$ cat config.mk
export PLATFORM = sky130hd
export DESIGN_NAME = hazard_ctrl_flat
export DESIGN_NICKNAME = d
export VERILOG_FILES = /design/src/rtl/hazard_pkg.sv /design/src/rtl/hazard_ctrl_if.sv /design/src/rtl/hazard_match.sv /design/src/rtl/hazard_ctrl.sv /design/src/flat_wrapper.sv
export SDC_FILE = /design/constraint.sdc
export NUM_CORES = 1
export LEC_CHECK = 0
export ABC_AREA = 0
export CORE_MARGIN = 3
export CORE_UTILIZATION = 25
export DETAILED_ROUTE_END_ITERATION = 10
export GPL_TIMING_DRIVEN = 0
export PLACE_DENSITY = 0.45
export SYNTH_ARGS = -nofsm -noshare
export SYNTH_HDL_FRONTEND = slang
export SYNTH_SLANG_ARGS = --single-unit
$ cat constraint.sdc
create_clock -name clk_i -period 3.22 [get_ports clk_i]
set_clock_uncertainty 0.05 [all_clocks]
set_input_delay 0.644 -clock clk_i [delete_from_list [all_inputs] [get_ports clk_i]]
set_output_delay 0.644 -clock clk_i [all_outputs]
set_load 0.01 [all_outputs]
$ cat src/rtl/hazard_pkg.sv
// Shared types and helpers for the hazard/forwarding controller.
// Slot records, multicycle FSM states and forward-select sizing.
package hazard_pkg;

  localparam int unsigned REG_W  = 5;
  localparam int unsigned FWD_RF = 0;

  // One in-flight result slot; the rd field width follows REG_W.
  typedef struct packed {
    logic             valid;
    logic             we;
    logic             load;
    logic [REG_W-1:0] rd;
  } slot_t;

  typedef enum logic [0:0] {
    MC_IDLE = 1'b0,
    MC_BUSY = 1'b1
  } mc_state_e;

  function automatic int unsigned fwd_w(input int unsigned stages);
    fwd_w = $clog2(stages + 32'd1);
  endfunction

endpackage

$ cat src/rtl/hazard_ctrl_if.sv
// Decode-side hazard interface: ID/EX instruction info in, stall/flush/forward out.
interface hazard_ctrl_if
  import hazard_pkg::*;
#(
  parameter int unsigned REGW = REG_W,
  parameter int unsigned FW   = 2
) ();

  logic            issue_valid_i;
  logic [REGW-1:0] rs1_i;
  logic [REGW-1:0] rs2_i;
  logic            rs1_used_i;
  logic            rs2_used_i;
  logic [REGW-1:0] rd_i;
  logic            rd_we_i;
  logic            is_load_i;
  logic            is_mc_i;
  logic            mc_done_i;
  logic            redirect_i;
  logic            stall_fd_o;
  logic            flush_fd_o;
  logic            mc_start_o;
  logic [FW-1:0]   fwd_a_o;
  logic [FW-1:0]   fwd_b_o;
  logic [FW-1:0]   inflight_o;

  modport master (
    output issue_valid_i, rs1_i, rs2_i, rs1_used_i, rs2_used_i,
           rd_i, rd_we_i, is_load_i, is_mc_i, mc_done_i, redirect_i,
    input  stall_fd_o, flush_fd_o, mc_start_o, fwd_a_o, fwd_b_o, inflight_o
  );

  modport slave (
    input  issue_valid_i, rs1_i, rs2_i, rs1_used_i, rs2_used_i,
           rd_i, rd_we_i, is_load_i, is_mc_i, mc_done_i, redirect_i,
    output stall_fd_o, flush_fd_o, mc_start_o, fwd_a_o, fwd_b_o, inflight_o
  );

endinterface

$ cat src/rtl/hazard_match.sv
// Per-operand youngest-match priority encoder over the in-flight result slots.
// Produces a forward select, or a stall when the youngest producer is a not-yet-ready load.
module hazard_match
  import hazard_pkg::*;
#(
  parameter int unsigned REGW       = REG_W,
  parameter int unsigned STAGES     = 3,
  parameter int unsigned LOAD_STAGE = 2,
  parameter int unsigned FW         = fwd_w(STAGES)
) (
  input  logic                i_used,
  input  logic [REGW-1:0]     i_rs,
  input  slot_t [STAGES:1]    i_slot,
  output logic [FW-1:0]       o_fwd_c,
  output logic                o_stall_c
);

  // Walk oldest to youngest so the youngest match is the last one written.
  always_comb begin
    o_fwd_c   = FW'(FWD_RF);
    o_stall_c = 1'b0;
    for (int unsigned k = STAGES; k >= 1; k--) begin
      if (i_used && (i_rs != '0) && i_slot[k].valid && i_slot[k].we &&
          (i_slot[k].rd == i_rs)) begin
        if (!i_slot[k].load || (k >= LOAD_STAGE)) begin
          o_fwd_c   = FW'(k);
          o_stall_c = 1'b0;
        end else begin
          o_fwd_c   = FW'(FWD_RF);
          o_stall_c = 1'b1;
        end
      end
    end
  end

endmodule

$ cat src/rtl/hazard_ctrl.sv
// Hazard and forwarding controller: tracks in-flight destinations across STAGES result
// slots and drives forward selects, RAW/load-use/multicycle stalls and fetch flush.
module hazard_ctrl
  import hazard_pkg::*;
#(
  parameter int unsigned REGW       = REG_W,
  parameter int unsigned STAGES     = 3,
  parameter int unsigned LOAD_STAGE = 2
) (
  input  logic          clk_i,
  input  logic          rst_i,
  hazard_ctrl_if.slave  bus
);

  localparam int unsigned FW = fwd_w(STAGES);

  slot_t [STAGES:1] r_slot;
  slot_t [STAGES:1] w_slot_nxt;
  logic [FW-1:0]    r_inflight;
  logic [FW-1:0]    w_inflight_nxt;
  mc_state_e        r_state;
  mc_state_e        w_state_nxt;

  logic             w_issue_c;
  logic [FW-1:0]    w_fwd_a_c;
  logic [FW-1:0]    w_fwd_b_c;
  logic             w_stall_a_c;
  logic             w_stall_b_c;
  logic             w_raw_stall_c;
  logic             w_mc_start_c;
  logic             w_mc_hold_c;
  logic             w_stall_c;

  // Reset gates every combinational output, so nothing leaks out while rst_i is low.
  assign w_issue_c = bus.issue_valid_i & rst_i;

  hazard_match #(
    .REGW       (REGW),
    .STAGES     (STAGES),
    .LOAD_STAGE (LOAD_STAGE),
    .FW         (FW)
  ) u_match_a (
    .i_used    (bus.rs1_used_i),
    .i_rs      (bus.rs1_i),
    .i_slot    (r_slot),
    .o_fwd_c   (w_fwd_a_c),
    .o_stall_c (w_stall_a_c)
  );

  hazard_match #(
    .REGW       (REGW),
    .STAGES     (STAGES),
    .LOAD_STAGE (LOAD_STAGE),
    .FW         (FW)
  ) u_match_b (
    .i_used    (bus.rs2_used_i),
    .i_rs      (bus.rs2_i),
    .i_slot    (r_slot),
    .o_fwd_c   (w_fwd_b_c),
    .o_stall_c (w_stall_b_c)
  );

  assign w_raw_stall_c = w_issue_c & (w_stall_a_c | w_stall_b_c);

  // Multicycle FSM state register.
  always_ff @(posedge clk_i or negedge rst_i) begin
    if (!rst_i) begin
      r_state <= MC_IDLE;
    end else begin
      r_state <= w_state_nxt;
    end
  end

  // Multicycle next state: one start pulse per instruction, hold until the done pulse.
  always_comb begin
    w_state_nxt  = r_state;
    w_mc_start_c = 1'b0;
    w_mc_hold_c  = 1'b0;
    case (r_state)
      MC_IDLE: begin
        if (w_issue_c && bus.is_mc_i && !w_raw_stall_c) begin
          w_mc_start_c = 1'b1;
          w_state_nxt  = MC_BUSY;
        end
      end
      MC_BUSY: begin
        if (bus.mc_done_i) begin
          w_state_nxt = MC_IDLE;
        end else begin
          w_mc_hold_c = 1'b1;
        end
      end
      default: w_state_nxt = MC_IDLE;
    endcase
  end

  assign w_stall_c = w_raw_stall_c | w_mc_start_c | w_mc_hold_c;

  // Next slot contents: shift toward write-back, slot 1 takes the issuing instruction or a bubble.
  always_comb begin
    w_slot_nxt = r_slot;
    for (int unsigned k = 2; k <= STAGES; k++) begin
      w_slot_nxt[k] = r_slot[k-1];
    end
    w_slot_nxt[1] = '0;
    if (w_issue_c && !w_stall_c) begin
      w_slot_nxt[1].valid = 1'b1;
      w_slot_nxt[1].we    = bus.rd_we_i && (bus.rd_i != '0);
      w_slot_nxt[1].load  = bus.is_load_i;
      w_slot_nxt[1].rd    = bus.rd_i;
    end
  end

  always_comb begin
    w_inflight_nxt = '0;
    for (int unsigned k = 1; k <= STAGES; k++) begin
      w_inflight_nxt = w_inflight_nxt + FW'(w_slot_nxt[k].valid & w_slot_nxt[k].we);
    end
  end

  always_ff @(posedge clk_i or negedge rst_i) begin
    if (!rst_i) begin
      r_slot     <= '0;
      r_inflight <= '0;
    end else begin
      r_slot     <= w_slot_nxt;
      r_inflight <= w_inflight_nxt;
    end
  end

  assign bus.stall_fd_o = w_stall_c;
  assign bus.flush_fd_o = bus.redirect_i & w_issue_c & ~w_stall_c;
  assign bus.mc_start_o = w_mc_start_c;
  assign bus.fwd_a_o    = w_issue_c ? w_fwd_a_c : FW'(FWD_RF);
  assign bus.fwd_b_o    = w_issue_c ? w_fwd_b_c : FW'(FWD_RF);
  assign bus.inflight_o = r_inflight;

endmodule

$ cat src/flat_wrapper.sv
// flat-port wrapper written by rule: the top's interface ports become plain ports
module hazard_ctrl_flat import hazard_pkg::*;
#(
  parameter int unsigned REGW       = REG_W,
  parameter int unsigned STAGES     = 3,
  parameter int unsigned LOAD_STAGE = 2
)
  (clk_i, rst_i, bus_issue_valid_i, bus_rs1_i, bus_rs2_i, bus_rs1_used_i, bus_rs2_used_i, bus_rd_i, bus_rd_we_i, bus_is_load_i, bus_is_mc_i, bus_mc_done_i, bus_redirect_i, bus_stall_fd_o, bus_flush_fd_o, bus_mc_start_o, bus_fwd_a_o, bus_fwd_b_o, bus_inflight_o);
  hazard_ctrl_if #(.REGW(REGW), .FW((2))) bus_i ();
  input  logic clk_i;
  input  logic rst_i;
  input wire logic [$bits(bus_i.issue_valid_i)-1:0] bus_issue_valid_i;
  input wire logic [$bits(bus_i.rs1_i)-1:0] bus_rs1_i;
  input wire logic [$bits(bus_i.rs2_i)-1:0] bus_rs2_i;
  input wire logic [$bits(bus_i.rs1_used_i)-1:0] bus_rs1_used_i;
  input wire logic [$bits(bus_i.rs2_used_i)-1:0] bus_rs2_used_i;
  input wire logic [$bits(bus_i.rd_i)-1:0] bus_rd_i;
  input wire logic [$bits(bus_i.rd_we_i)-1:0] bus_rd_we_i;
  input wire logic [$bits(bus_i.is_load_i)-1:0] bus_is_load_i;
  input wire logic [$bits(bus_i.is_mc_i)-1:0] bus_is_mc_i;
  input wire logic [$bits(bus_i.mc_done_i)-1:0] bus_mc_done_i;
  input wire logic [$bits(bus_i.redirect_i)-1:0] bus_redirect_i;
  output wire logic [$bits(bus_i.stall_fd_o)-1:0] bus_stall_fd_o;
  output wire logic [$bits(bus_i.flush_fd_o)-1:0] bus_flush_fd_o;
  output wire logic [$bits(bus_i.mc_start_o)-1:0] bus_mc_start_o;
  output wire logic [$bits(bus_i.fwd_a_o)-1:0] bus_fwd_a_o;
  output wire logic [$bits(bus_i.fwd_b_o)-1:0] bus_fwd_b_o;
  output wire logic [$bits(bus_i.inflight_o)-1:0] bus_inflight_o;
  assign bus_i.issue_valid_i = bus_issue_valid_i;
  assign bus_i.rs1_i = bus_rs1_i;
  assign bus_i.rs2_i = bus_rs2_i;
  assign bus_i.rs1_used_i = bus_rs1_used_i;
  assign bus_i.rs2_used_i = bus_rs2_used_i;
  assign bus_i.rd_i = bus_rd_i;
  assign bus_i.rd_we_i = bus_rd_we_i;
  assign bus_i.is_load_i = bus_is_load_i;
  assign bus_i.is_mc_i = bus_is_mc_i;
  assign bus_i.mc_done_i = bus_mc_done_i;
  assign bus_i.redirect_i = bus_redirect_i;
  assign bus_stall_fd_o = bus_i.stall_fd_o;
  assign bus_flush_fd_o = bus_i.flush_fd_o;
  assign bus_mc_start_o = bus_i.mc_start_o;
  assign bus_fwd_a_o = bus_i.fwd_a_o;
  assign bus_fwd_b_o = bus_i.fwd_b_o;
  assign bus_inflight_o = bus_i.inflight_o;
  hazard_ctrl #(.REGW(REGW), .STAGES(STAGES), .LOAD_STAGE(LOAD_STAGE)) u_core (.clk_i(clk_i), .rst_i(rst_i), .bus(bus_i));
endmodule
==> flow_summary_export.csv <==
group,metric,value,unit
clock_tree,cts-root-buf,"clkbuf_8",
power_and_ir_drop,p_per_area,356,mW/mm²
timing,fin_crit_sh,97.0,%
clock_tree,cts.path.max_buffers,2,
worst_setup_path,end_kind,"primary output",
global_routing,busiest_layer,"met2",
detailed_routing,drtIter0Drc,38,
global_routing,grt_usage,10.5,%
floorplanning,core-area,0.00488,mm²
global_routing,met3_usage,2.87,%
worst_setup_path,reg2reg_depth,7,
detailed_routing,vias_per_cell,4.25,
layout,nFillCells,518,
logic_synthesis,synth_warnings,0,
global_routing,overflow,0,
global_routing,grt_pass1_vias,1052,
worst_setup_path,arrival,2430,ps
logic_synthesis,ys_seq_elements,25,
layout,ff_latch_area,626,µm²
timing,fmax,320,MHz
floorplanning,die_area,0.00612,mm²
place,post-place-ws,-1180,ps
logic_synthesis,synthesis.area,0.00131,mm²
layout,layout-drive-gt1-share,17.4,%
detailed_routing,finalWirelength,2950,µm
timing,worst_slew_pin_slew,541,ps
logic_synthesis,synth.distinct_cells,30,
detailed_routing,firstDrtPassIters,4,
place,post-dp-hpwl,2400,µm
logic_synthesis,yosysTopAreaCell,"dfrtp_1",
power_and_ir_drop,peakVddDrop,0.138,mV
global_routing,antenna_found_initial,0,
worst_setup_path,cp.required,2530,ps
layout,multi_input_area,643,µm²
layout,finish.utilization,36.2,%
floorplanning,ios,34,
detailed_routing,num_vias,944,
clock_tree,insertion_delay,270,ps
global_routing,met2_usage,18.0,%
timing,finalWorstSetupSlack,97.9,ps
clock_tree,htreeDepth,1,
layout,synthToLayoutAreaGrowth,35.4,%
worst_setup_path,worstPathMaxFanout,4,
logic_synthesis,synth_cells,117,
global_routing,use_met1,13.1,%
timing,rsz0062_at_grt,"no",
timing,tns,0,ps
timing,drv_slew,0,
flow_run,maxCapViolCount,0,
timing,fin_crit,3120,ps
place,portBuffers,33,
logic_synthesis,synth_top_area_share,47.9,%
clock_tree,cts_tree,"yes",
outcome,status,"completed",
floorplanning,rows,25,
global_routing,grt_max_degree,30,
logic_synthesis,syn_nets,143,
timing,hold_viol_final,0,
place,place_congestion,0.813,
worst_setup_path,r2r_slack,1050,ps
logic_synthesis,synth_area_leaders,"dfrtp_1 48%, xnor2_1 12%, xor2_1 8.1%",
power_and_ir_drop,p_leak,0.803,nW
min_path,hp-class,"input pin to asynchronous set/reset pin",
clock_tree,cts_inserted_buffers,3,
timing,setup_violations,0,
layout,antenna_cells,0,
detailed_routing,drtAntennaViolNets,0,
clock_tree,cts_hold_buf,0,
floorplanning,die_y,78.3,µm
clock_tree,path_clk_slew,100,ps
layout,final_nets,182,
logic_synthesis,avgSynthCellArea,11.2,µm²
detailed_routing,drc,0,
floorplanning,die-width,78.3,µm
worst_setup_path,critPathKind,"input pin to primary output",
timing,relSlewSlack,63.8,%
detailed_routing,wl_per_cell,13.3,µm
clock_tree,cts_sinks,25,
floorplanning,start_util,26.7,%
global_routing,grt_pass1_wl,5040,µm
worst_setup_path,startpoint_type,"input pin",
logic_synthesis,synth_seq_area_share,47.9,%
critical path, cell delays in order:
cell and delay [ps]:
dlygate4sd2_1 300, or4_4 500, o21a_1 200, a32o_2 290, a31o_1 220, dlygate4sd2_1 280
timing repair:
| item | in CTS | in global routing |
|---|---|---|
| buffers inserted | 1 | 0 |
| pin swaps | 5 | 0 |
| endpoints found under the setup margin | 9 | 2 |
| resized for setup | 36 | 2 |
through the flow:
| stage | hold WS, ps | total power [mW] | cell area, µm² | instances |
|---|---|---|---|---|
| after floorplan | 296 | 0.383 | 1310 | 117 |
| after global placement | 301 | 0.442 | 1720 | 217 |
| after detailed placement | 304 | 0.443 | 1720 | 217 |
| after CTS | 230 | 0.641 | 1780 | 222 |
| after global routing | 242 | 0.663 | 1770 | 222 |
| final | 221 | 0.629 | 1770 | 222 |
cell usage after synthesis (all sizes together):
library cell	count
a211oi	1
a21oi	1
a31o	1
a32o	1
and2	1
and3	1
buf	1
dfrtp	25
fa	1
inv	9
nand2	4
nand2b	2
nand3	2
nand4	6
nor2	3
nor3	12
nor3b	1
nor4	3
o21a	2
o21ai	3
o21ba	1
o31ai	1
or2	1
or3	1
or3b	1
or4	2
xnor2	18
xor2	12
flip-flops by register name, summed over array words and instances, names as in the netlist:
| signal | flops |
|---|---|
| u_core.r_slot | 22 |
| u_core.bus.inflight_o | 2 |
| u_core.r_state | 1 |
power breakdown:
part / switching, mW / internal (mW) / leakage (nW)
clock: 0.109 / 0.0907 / 0.0261
combinational: 0.0457 / 0.0502 / 0.436
sequential: 0.00878 / 0.325 / 0.341
metal layers:
| metal | up-vias | share of wire [%] | wire length, µm |
|---|---|---|---|
| met5 | - | 0 | 0 |
| met4 | 0 | 0.51 | 15 |
| met3 | 2 | 6.6 | 196 |
| met2 | 33 | 47 | 1400 |
| met1 | 432 | 45 | 1340 |
| li1 | 477 | - | - |
worst paths after layout:
kind                                        startpoint                                  to
max                                       bus_rs1_i[4]                      bus_stall_fd_o
min                                              rst_i         u_core.r_slot[18]$_DFF_PN0_
max reg2reg                 u_core.r_slot[1]$_DFF_PN0_  u_core.bus.inflight_o[0]$_DFF_PN0_
min reg2reg                u_core.r_slot[15]$_DFF_PN0_         u_core.r_slot[23]$_DFF_PN0_
max in group asynchronous                        rst_i          u_core.r_slot[2]$_DFF_PN0_
min in group clk_i         u_core.r_slot[15]$_DFF_PN0_         u_core.r_slot[23]$_DFF_PN0_
cell usage in the layout (no fill, tap or decap), types with 2 or more instances in the layout:
| master | instances |
|---|---|
| clkdlybuf4s15_2 | 4 |
| nand2b_1 | 2 |
| buf_4 | 2 |
| nor3_2 | 11 |
| o21ai_0 | 2 |
| clkdlybuf4s50_1 | 16 |
| nor2_1 | 3 |
| clkbuf_8 | 3 |
| xor2_1 | 12 |
| inv_1 | 9 |
| xnor2_1 | 18 |
| dlygate4sd2_1 | 9 |
| nand3_1 | 2 |
| o21a_1 | 2 |
| nor4_1 | 3 |
| dfrtp_1 | 25 |
| nand4_1 | 6 |
| nand2_1 | 4 |
final cells by class:
type                            instances  share of cell area, %
Multi-Input combinational cell         82                   36.4
Clock buffer                            3                   2.34
Clock inverter                          1                  0.496
Timing Repair Buffer                   34                   18.1
Tap cell                               67                   4.75
Sequential cell                        25                   35.4
Inverter                                9                   1.91
Buffer                                  1                  0.637
logic make-up (layout without fill, tap and decap cells):
logic type	after synthesis	after routing	share of synthesized area (%)
simple gates	40	40	20.8
xor+xnor	30	30	20.1
flops	25	25	47.9
compound gates	11	11	6.14
buf+inv	10	48	3.45
fa+ha+maj	1	1	1.53
(Power assumes the default switching activity.)
==> RTL change 1 (same flow settings) <==
`REG_W`: 5 -> 4.
--- a/src/rtl/hazard_pkg.sv
+++ b/src/rtl/hazard_pkg.sv
@@ -4,3 +4,3 @@
 
-  localparam int unsigned REG_W  = 5;
+  localparam int unsigned REG_W  = 4;
   localparam int unsigned FWD_RF = 0;
Ports: changed (resized bus_rd_i, bus_rs1_i and bus_rs2_i); port bits go from 34 to 31. No check against the original RTL was run, so the function may have changed too.
==> RTL change 1 against the original RTL <==
- count of clock-buffer cells in the layout up 1
- core utilization up 0.38 points
- total power down 7.5%
- register-to-register slack better by 230 ps
- synthesized cell count down 15%
- worst setup slack worse by 24 ps
- synthesized area down 14%
- die area down 13%
- sequential cell count down 3
- design area down 14%
- wire length down 8.0%
==> RTL change 1: results (changes against the original RTL) <==
| Metric | Value |
|---|---|
| HPWL Detailed | 2.12 mm (was 2.40 mm) |
| Leakage power figure | 0.672 nW (was 0.803 nW) |
| Cells taking the most area after synthesis | dfrtp_1 49%, xnor2_1 11%, xor2_1 8.6%, and2_1 3.9%, nand4_1 2.8% (was dfrtp_1 48%, xnor2_1 12%, xor2_1 8.1%, nor3_2 7.7%, nand4_1 2.9%) |
| R2R setup slack | 1280 ps (was 1050 ps) |
| Setup crit start | bus_rs2_i[3] (was bus_rs1_i[4]) |
| Largest net degree at the start of global routing | 26 (was 30) |
| Post-Synth XOR/XNOR Area | 0.195 (was 0.201) |
| Tap cell count | 50 (was 67) |
| Status | finished clean (unchanged) |
| R2R cell count | 5 (was 7) |
| Share of layout cells above drive strength 1 | 0.157 (was 0.174) |
| GR Layer Usage met1 | 0.138 (was 0.131) |
| Met3 routed WL | 118 um (was 196 um) |
| NumNets Final | 158 (was 182) |
| Count of plain and timing-repair buffers | 31 (was 35) |
| CLK BUF | 4 (was 3) |
| Register area | 551 sq um (was 626 sq um) |
| M2 GR Usage | 0.183 (was 0.180) |
| Worst Tran Pin Value | 355 ps (was 541 ps) |
| ClkCell Share | 0.0361 (was 0.0283) |
| Vias in the first global route | 940 (was 1052) |
| First-pass GRT wire length | 4.51 mm (was 5.04 mm) |
| Area after DPL | 1480 sq um (was 1720 sq um) |
| Period minus WS final | 3150 ps (was 3120 ps) |
| Max FFs per register | 19 (was 22) |
| Signal buf overhead | 0.181 (was 0.187) |
| Slowest stage delay, CP | 470 ps (was 500 ps) |
| Port bufs | 29 (was 33) |
| Invs w/o clock | 3 (was 9) |
| Worst Hold Slack | 203 ps (was 221 ps) |
| Multi-input gates | 74 (was 82) |
| Drt initial violations | 18 (was 38) |
| Post-Route M1 WL | 1.17 mm (was 1.34 mm) |
| Layout fillers | 416 (was 518) |
| Via Count | 855 (was 944) |
[RTL change 1: cell types whose count changed in the layout (fill, tap and decap cells not counted), moves of 3 or more]
cell / unedited run / this run
and2_1: 1 / 7
inv_1: 9 / 3
nor3_2: 11 / 1
dfrtp_1: 25 / 22
xnor2_1: 18 / 14
clkdlybuf4s15_2: 4 / 1
clkbuf_2: 1 / 4
nor3_1: 1 / 6
[RTL change 1: stage by stage]
stage	util	cells
2_1_floorplan	-	100
3_3_place_gp	0.354	179
3_5_place_dp	0.354	179
4_1_cts	0.370	184
5_1_grt	0.366	184
6_report	0.366	184
[RTL change 1: what timing repair did]
action,4_1_cts,5_1_grt
pin swaps,4,6
resized for setup,30,6
setup endpoints to repair,8,4
buffers inserted,1,0
hold buffers,0,0
[RTL change 1: where the power goes]
group,leakage [nW],switching [mW],internal (mW)
logic,0.343,0.0404,0.0448
registers,0.300,0.00802,0.286
clock network,0.0288,0.0935,0.109
==> RTL change 2 (same flow settings) <==
Without the edit above. Make the reset (`rst_i`) synchronous in 2 clocked blocks.
--- a/src/rtl/hazard_ctrl.sv
+++ b/src/rtl/hazard_ctrl.sv
@@ -65,3 +65,3 @@
   // Multicycle FSM state register.
-  always_ff @(posedge clk_i or negedge rst_i) begin
+  always_ff @(posedge clk_i) begin
     if (!rst_i) begin
@@ -120,3 +120,3 @@
 
-  always_ff @(posedge clk_i or negedge rst_i) begin
+  always_ff @(posedge clk_i) begin
     if (!rst_i) begin
Function: differs if rst_i is asserted again (counterexample within 4 cycles, from zero or initial values and one cycle with rst_i low); with rst_i held inactive, the same outputs for 10 cycles.
==> RTL change 2 against the original RTL <==
- synthesized area shrank 2.6%
- clock power shrank 8%
- core utilization is 0.78 points higher
- die area down 2.4%
- via count up 7.1%
- wire length up 7.4%
- total power down 4.2%
- design area grew 0.85%
- first-iteration DRC count fell by 11%
- cell count is 7.2% higher
- worst setup slack gained 11 ps
- sequential cell count unchanged
- critical path depth rose by 1
- critical path type unchanged
==> RTL change 2: results (changes against the original RTL) <==
| Metric | Value |
|---|---|
| Antenna violations before repair | 0 (unchanged) |
| Post-Synth XOR/XNOR Area | 0.207 (was 0.201) |
| Root buf cell | clkbuf_8 (unchanged) |
| Hold crit path type | register to register (was primary input to asynchronous set/reset pin) |
| Sequential-to-total area share from yosys stat | 0.394 (was 0.479) |
| R2R setup slack | 850 ps (was 1050 ps) |
| Drt wl/cell | 13.3 um (about the same) |
| Via density | 4.25 (about the same) |
| GRT Total Usage | 0.112 (was 0.105) |
| Slowest stage delay, CP | 560 ps (was 500 ps) |
| Worst Tran Pin Value | 430 ps (was 541 ps) |
| Cells taking the most area after synthesis | dfxtp_1 39%, xnor2_1 16%, and2_1 8.9%, xor2_1 4.8%, and2_2 4.1% (was dfrtp_1 48%, xnor2_1 12%, xor2_1 8.1%, nor3_2 7.7%, nand4_1 2.9%) |
| Clock network power share | 0.307 (was 0.317) |
| R2r startpoint | u_core.r_slot[2]$_SDFF_PN0_ (was u_core.r_slot[1]$_DFF_PN0_) |
| First-pass GRT wire length | 5.24 mm (was 5.04 mm) |
| List of most frequent post-synthesis cells | 25 x dfxtp_1, 23 x xnor2_1, 18 x and2_1 (was 25 x dfrtp_1, 18 x xnor2_1, 12 x xor2_1) |
| FF-to-FF End | u_core.bus.inflight_o[0]$_SDFF_PN0_ (was u_core.bus.inflight_o[0]$_DFF_PN0_) |
| Layout fillers | 526 (was 518) |
| Comb. pwr | 0.0955 mW (was 0.0959 mW) |
| Vias in the first global route | 1032 (was 1052) |
| Share of layout cells above drive strength 1 | 0.187 (was 0.174) |
| Drt initial violations | 34 (was 38) |
| Clk slew on worst S/H paths | 80 ps (was 100 ps) |
| Largest net degree at the start of global routing | 15 (was 30) |
| Adder-cell area share of the yosys netlist | 0.0157 (was 0.0153) |
| Leakage power figure | 0.649 nW (was 0.803 nW) |
| Ys async rst share | 0 (was 1.00) |
| Post-synthesis compound-gate area fraction | 0.0640 (was 0.0614) |
| Final GP Congestion | 0.786 (was 0.813) |
| HPWL Detailed | 2.49 mm (was 2.40 mm) |
| Status | finished clean (unchanged) |
| Yosys cell types | 32 (was 30) |
| Syn Nets | 158 (was 143) |
| Pint | 0.456 mW (was 0.466 mW) |
| R2R cell count | 8 (was 7) |
| Worst vdd ir | 248 uV (was 138 uV) |
==> RTL change 2: cell type report <==
cell class / count / share of cell area
clock inverter: 1 / 0.00281
timing repair buffer: 35 / 0.192
buffer: 1 / 0.00211
tap: 67 / 0.0471
clock buffer: 3 / 0.0232
sequential: 25 / 0.281
inverter: 3 / 0.00632
multi-input combinational: 103 / 0.446
==> RTL change 2: critical path: cells and delay by family <==
| kind | cells | cell delay (ps) |
|---|---|---|
| AOI/OAI and AO/OA | 1 | 190 |
| buffers and inverters | 2 | 470 |
| and+or+nand+nor | 4 | 1110 |
==> RTL change 2: layer usage <==
layer	track usage	up-vias	share of wire
met1	0.150	454	0.47
li1	-	525	-
met4	0.0320	0	0.0098
met5	0	-	0
met3	0.0340	4	0.065
met2	0.174	28	0.46
==> RTL change 2: per-stage QoR <==
step                instances  instance area [sq um]  worst slack [ps]  hold WS, ps  total power, mW
floorplan                 132                   1270               522          371            0.370
global placement          232                   1690              -741          381            0.423
detailed placement        232                   1690              -750          383            0.424
CTS                       238                   1770              43.7          403            0.608
global route              238                   1780              25.2          433            0.637
finish                    238                   1780               109          401            0.603
==> RTL change 2: worst max-delay path by stage <==
stage                            start                             endpoint  slack [ps]  depth (start not counted)
final                     bus_rs1_i[3]                       bus_flush_fd_o         110                          7
after global routing      bus_rs2_i[1]                       bus_fwd_b_o[1]          30                          7
after CTS                 bus_rs1_i[0]                       bus_flush_fd_o          40                          7
after detailed placement  bus_rs1_i[3]                       bus_flush_fd_o        -750                          7
after global placement    bus_rs1_i[3]                       bus_flush_fd_o        -740                          7
after floorplan           bus_rs1_i[3]  u_core.bus.inflight_o[0]$_SDFF_PN0_         520                          7
==> RTL change 2: timing repair <==
item                                    CTS  global route
pin swaps                                 3             1
endpoints found under the setup margin    8             4
setup buffers                             2             0
gates resized for setup                  33             5
